===== src/rtl/mc_burst_agen_pkg.sv =====
// Shared types and default widths for the burst address generator.
package mc_burst_agen_pkg;

   localparam int MC_AG_AW = 32;
   localparam int MC_AG_LW = 4;

   typedef enum logic {
      MC_AG_IDLE  = 1'b0,
      MC_AG_BURST = 1'b1
   } ag_state_t;

endpackage


===== src/rtl/mc_burst_agen_cnt.sv =====
// Remaining-beat counter: load/decrement with a registered zero flag so the
// last-beat indication never depends on a live compare.
module mc_burst_cnt #(
   parameter int LW = 4
) (
   input  logic          clk,
   input  logic          rst,
   input  logic          ld,
   input  logic [LW-1:0] ld_val,
   input  logic          dec,
   output logic [LW-1:0] cnt,
   output logic          zero
);

   logic [LW-1:0] cnt_reg;
   logic          zero_reg;

   always_ff @(posedge clk) begin
      if (rst) begin
         cnt_reg  <= '0;
         zero_reg <= 1'b0;
      end else if (ld) begin
         cnt_reg  <= ld_val;
         zero_reg <= (ld_val == '0);
      end else if (dec) begin
         cnt_reg  <= cnt_reg - LW'(1);
         zero_reg <= (cnt_reg == LW'(1));
      end
   end

   assign cnt  = cnt_reg;
   assign zero = zero_reg;

endmodule


===== src/rtl/mc_burst_agen.sv =====
// Burst address generator: one command in, one word address per beat out,
// with linear stepping or power-of-two boundary wrap.
module mc_burst_agen
   import mc_burst_agen_pkg::*;
#(
   parameter int AW = MC_AG_AW,
   parameter int LW = MC_AG_LW
) (
   input  logic          clk,
   input  logic          rst,
   input  logic          cmd_valid,
   output logic          cmd_ready,
   input  logic [AW-1:0] cmd_addr,
   input  logic [LW-1:0] cmd_len,
   input  logic          cmd_wrap,
   output logic          adr_valid,
   input  logic          adr_ready,
   output logic [AW-1:0] adr_out,
   output logic          adr_last,
   output logic          busy
);

   ag_state_t     state_reg, state_next;
   logic [AW-1:0] adr_reg;
   logic [AW-1:0] mask_reg;
   logic [AW-1:0] mask_next;
   logic [LW-1:0] rem;
   logic          rem_zero;
   logic          accept;
   logic          beat;
   logic          len_pow2;

   assign accept = cmd_valid && cmd_ready;
   assign beat   = adr_valid && adr_ready;

   // Beat count is a power of two when (len+1) & len == 0; len = all ones
   // overflows to 0 in LW bits, which correctly marks the 2^LW burst.
   assign len_pow2  = ((cmd_len + LW'(1)) & cmd_len) == '0;
   assign mask_next = (cmd_wrap && len_pow2) ? AW'(cmd_len) : '1;

   always_ff @(posedge clk) begin
      if (rst) begin
         state_reg <= MC_AG_IDLE;
      end else begin
         state_reg <= state_next;
      end
   end

   always_comb begin
      state_next = state_reg;
      case (state_reg)
         MC_AG_IDLE:  if (accept) state_next = MC_AG_BURST;
         MC_AG_BURST: if (beat && rem_zero) state_next = MC_AG_IDLE;
         default:     state_next = MC_AG_IDLE;
      endcase
   end

   always_comb begin
      cmd_ready = 1'b0;
      busy      = 1'b0;
      case (state_reg)
         MC_AG_IDLE:  cmd_ready = !rst;
         MC_AG_BURST: busy      = 1'b1;
         default:     ;
      endcase
   end

   assign adr_valid = busy;
   assign adr_last  = busy && rem_zero;
   assign adr_out   = adr_reg;

   always_ff @(posedge clk) begin
      if (rst) begin
         adr_reg  <= '0;
         mask_reg <= '0;
      end else if (accept) begin
         adr_reg  <= cmd_addr;
         mask_reg <= mask_next;
      end else if (beat && !rem_zero) begin
         adr_reg  <= (adr_reg & ~mask_reg) | ((adr_reg + AW'(1)) & mask_reg);
      end
   end

   mc_burst_cnt #(
      .LW(LW)
   ) u_cnt (
      .clk    (clk),
      .rst    (rst),
      .ld     (accept),
      .ld_val (cmd_len),
      .dec    (beat && (rem != '0)),
      .cnt    (rem),
      .zero   (rem_zero)
   );

endmodule

===== config.mk =====
export PLATFORM = sky130hd
export DESIGN_NAME = mc_burst_agen
export DESIGN_NICKNAME = d
export VERILOG_FILES = /design/src/rtl/mc_burst_agen_pkg.sv /design/src/rtl/mc_burst_agen_cnt.sv /design/src/rtl/mc_burst_agen.sv
export SDC_FILE = /design/constraint.sdc
export NUM_CORES = 1
export LEC_CHECK = 0
export BUFFER_PORTS_ARGS = -buffer_cell sky130_fd_sc_hd__buf_2
export CAP_MARGIN = 40
export CORE_UTILIZATION = 55
export CTS_CLUSTER_DIAMETER = 30
export CTS_CLUSTER_SIZE = 16
export DETAILED_ROUTE_END_ITERATION = 10
export PLACE_DENSITY = 0.88
export SLEW_MARGIN = 25
export SYNTH_ARGS = -nofsm -noshare
export SYNTH_HDL_FRONTEND = slang
export SYNTH_SLANG_ARGS = --single-unit

===== constraint.sdc =====
create_clock -name clk -period 3.4 [get_ports clk]
set_clock_uncertainty 0.15 [all_clocks]
set_input_delay 0.17 -clock clk [delete_from_list [all_inputs] [get_ports clk]]
set_output_delay 0.17 -clock clk [all_outputs]
set_load 0.01 [all_outputs]

# Yosys cells after proc, flatten, opt, wreduce, memory -nomap -nowiden
# Cells that the tools add are included.
# classes
addsub	3
n_eq_ne	1
muxes	12
bitwise	6
n_reduce_logical	14
# op_table
operator	n
two-way mux 32 bit	3
AND 32 bit	2
adder 32 x 1 -> 32 bit (second input constant)	1
inverter 32 bit	1
OR 32 bit	1
zero test 4 bit	2
two-way mux 4 bit	2
logical AND 1 bit	7
two-way mux 1 bit	6
adder 4 x 1 -> 4 bit (second input constant)	1
AND 4 bit	1
== test 4 x 1 -> 1 bit (second input constant)	1
nonzero test 2 bit	2
nonzero test 4 bit	1
subtractor 4 x 1 -> 4 bit (second input constant)	1
zero test 1 bit	2
case mux 1 bit (2 select lines)	1
inverter 1 bit	1
# totals
register_bits	70
input_bits	41

# Depth between registers and ports, before layout
# depth
word_depth	5
depth_mapped	7

# Hierarchy
# Synthesis repeated with hierarchy kept, for this count alone.
# hier_totals
cells_unflattened	304
area_unflattened_um2	2439.8
# modules_own_cells
module	n_inst	cells_per_inst	area_each_um2	seq_area_each_um2
mc_burst_agen	1	271	2140.8	760.7
mc_burst_cnt	1	33	299.0	100.1

# Worst setup path before layout
# OpenSTA, ideal clock, no wires.
# synth_timing
path_type	flip-flop to flip-flop
startpoint	register adr_reg[0] (netlist: adr_out[0])
endpoint	register with a tool-made name
setup_time_ns	0.134
arrival_ns	1.995
path_slack_ns	1.121
path_stages_with_launch	7
path_buffers	0
cell_sequence	dfxtp_1 > ha_1 > nand3_1 > or3_1 > or4_1 > a31oi_1 > o22ai_1
# synth_rtl
item	line_no	source
start, declared	mc_burst_agen.sv:24	logic [AW-1:0] adr_reg;
start signal, assigned	mc_burst_agen.sv:77	adr_reg <= cmd_addr;
start signal, assigned	mc_burst_agen.sv:80	adr_reg <= (adr_reg & ~mask_reg) | ((adr_reg + AW'(1)) & mask_reg);

==> flow_summary.toml <==
[die]
die_area_sq_mm = 0.00486
initial_utilization = 0.575
rows = 24
die_h_um = 69.7
core_area_sq_mm = 0.00438
die_w_um = 69.7
ios = 77

[global_routing]
first_global_vias = 2601
grt_max_degree = 49
grt_pass1_wl_mm = 11.9
overflow = 0
antenna_found_initial = 0
grt_usage = 0.299

[sta]
worst_slack_ns = 0.910
hold_viol = 0
finalSetupTns_ns = 0
rsz0062_at_grt = "false"
slew_violations = 0
setup_violations = 0
period_share = 0.732
max_freq_mhz = 402
worst_pin_slew_ns = 0.732
max-slew-margin-rel = 0.510
period_needed_ns = 2.49

[synth]
syn_inst = 326
synth.area.mux_share = 0.00397
ys_seq_elements = 43
synthFlopType = "dfxtp_1"
syn_area_sq_mm = 0.00252
ys_async_sr_fraction = 0
yosys_warnings = 0
netlist-cell-type-count = 56
ys_seq_area_frac = 0.341
synth_top_family_by_area = "simple AND/OR/NAND/NOR gates"
synth_simple_gate_area_frac = 0.333
synth_xor_area_frac = 0.0556
syn_area_per_cell_sq_um = 7.73
syn-num-nets = 370
synth_fa_ha_area_frac = 0.0149
synth-edff-count = 0
synth_compound_area_frac = 0.208

[power]
peakVddDrop_mv = 0.240
p_leak_nw = 1.22
power_mw = 1.17
p_per_area_mw_per_mm2 = 375

[worst_setup_path]
critPathMaxStageDelay_ns = 0.60
critPathRequiredTime_ns = 3.42
worst-path-max-fanout = 14
r2r_start = "state_reg"
cp.arrival_ns = 2.51
critPathCaptureType = "register"
worst-setup-path-type = "reg -> reg"
crit_slowest_cell = "or4_1"
cp_cell_sequence = "and4b_1 > nand3_1 > or4_1 > a31oi_1 > o22ai_1"
r2r_slack_ns = 0.91
r2r_cells = 5
cp-start-kind = "register"

[clocking]
cts_sinks = 43
clock_path_buffers = 2
cts_resized = 0
ctsRootBufferMaster = "clkbuf_8"
clk_pin_slew_ns = 0.08
post-cts-setup-buffers = 0
clk-insertion-delay-late_ns = 0.30
cts.htree.levels = 2
cts_hold_buf = 5
cts_tree = "yes"
numCtsBuffers = 5

[route]
ant_nets = 0
vias_per_cell = 6.26
vias = 2831
drcViolationCount = 0
first_pass_iters = 5
drt-total-wl_mm = 7.06
post_drt_wl_per_cell_um = 15.6
dr.first_iter.drc_count = 235

[min_path]
holdPathStages = 3
hold_path_class = "in -> reg"
hp-start = "cmd_addr[17]"

[final_layout]
fin_cells = 452
layout_commonest_cell = "buf_2"
most-common-layout-cells = "76 x buf_2, 49 x nor2_1, 43 x dfxtp_1, 31 x nand2_1, 18 x a211oi_1"
fin_area_sq_mm = 0.00312
nFillCells = 361
syn_to_final_growth_pct = 23.9
nNetsFinal = 443
diodes = 0
drive_above_1_share = 0.250

[placed_design]
dpl.cell_count = 438
gp_congestion = 0.958
dp_hpwl_mm = 4.92
detailedPlace.worstSlack_ns = 0.952
io_buffer_count = 76
detailed_place.area_sq_mm = 0.00293

[status]
status = "finished clean"

[job]
cap_violations = 0
-- metal layers --
layer  up-vias  wire length (um)  GRT usage
met2       123              3440      0.513
li1       1361                 -          -
met5         -                 0          0
met3        19               437     0.0625
met4         0               157      0.104
met1      1328              3030      0.371
-- how the worst max path moves through the flow --
| stage | slack, ns | cells after the start | startpoint | endpoint |
|---|---|---|---|---|
| after detailed placement | 0.95 | 6 | register | register |
| after CTS | 0.92 | 5 | state_reg | register |
| after global routing | 0.74 | 5 | state_reg | register |
| after floorplan | 1.12 | 6 | adr_out[0] | register |
| after global placement | 1.05 | 6 | adr_out[0] | register |
| final | 0.91 | 5 | state_reg | register |
-- metrics by stage --
step,utilization,hold WS (ns)
floorplan,-,0.134
global placement,0.668,0.271
detailed placement,0.668,0.284
CTS,0.706,0.00170
global route,0.712,0.00832
finish,0.712,0.000277
-- critical path: cells and delay by family (launching register included) --
kind / cells / cell delay, ns
AOI/OAI and AO/OA: 2 / 0.30
and+or+nand+nor: 3 / 1.39
DFF: 1 / 0.52
-- cells by family (layout without fill, tap and decap cells) --
| kind of cell | after synthesis | count (layout) |
|---|---|---|
| adders and majority gates | 3 | 3 |
| AOI/OAI and AO/OA | 76 | 76 |
| muxes | 1 | 1 |
| xor gates and xnor gates | 16 | 16 |
| buffers and inverters | 27 | 101 |
| DFF | 43 | 43 |
| and+or+nand+nor | 160 | 160 |
-- synthesized netlist by cell type, types with 2 or more instances --
| master | instances | area (sq um) |
|---|---|---|
| xor2_1 | 3 | 26.3 |
| a32o_1 | 2 | 20.0 |
| o22ai_1 | 2 | 12.5 |
| nand4_1 | 11 | 68.8 |
| ha_1 | 3 | 37.5 |
| nor2_1 | 49 | 184 |
| a21o_1 | 2 | 15.0 |
| buf_1 | 3 | 11.3 |
| or4_1 | 2 | 15.0 |
| a31oi_1 | 9 | 56.3 |
| nand2_1 | 31 | 116 |
| and4_1 | 2 | 17.5 |
| nor4_1 | 13 | 81.3 |
| nand3_1 | 15 | 75.1 |
| and3_1 | 2 | 12.5 |
| o21ai_0 | 9 | 45.0 |
| dfxtp_1 | 43 | 861 |
| nand4b_1 | 2 | 17.5 |
| o211ai_1 | 2 | 15.0 |
| buf_2 | 2 | 10.0 |
| a21oi_1 | 13 | 65.1 |
| a221oi_1 | 3 | 26.3 |
| and2_1 | 3 | 18.8 |
| clkbuf_1 | 12 | 45.0 |
| a211oi_1 | 18 | 135 |
| or3_1 | 4 | 25.0 |
| a22oi_1 | 6 | 45.0 |
| or2_2 | 2 | 12.5 |
| a311oi_1 | 2 | 17.5 |
| xnor2_1 | 13 | 114 |
| nor3_1 | 11 | 55.1 |
| inv_1 | 8 | 30.0 |
-- final cells by class --
cell class,instances,area (sq um),share of cell area
Sequential cell,43,861,0.276
Multi-Input combinational cell,256,1560,0.498
Tap cell,52,65.1,0.0208
Inverter,8,30.0,0.00962
Timing Repair Buffer,85,493,0.158
Clock inverter,2,35.0,0.0112
Clock buffer,6,82.6,0.0264
-- report_power, final --
part	switching [mW]	leakage [nW]	internal [mW]
Combinational	0.0954	0.811	0.0846
Clock	0.176	0.0612	0.238
Sequential	0.0427	0.352	0.534
Total	0.314	1.22	0.856
Note: power is estimated with default switching activity, not from simulation.
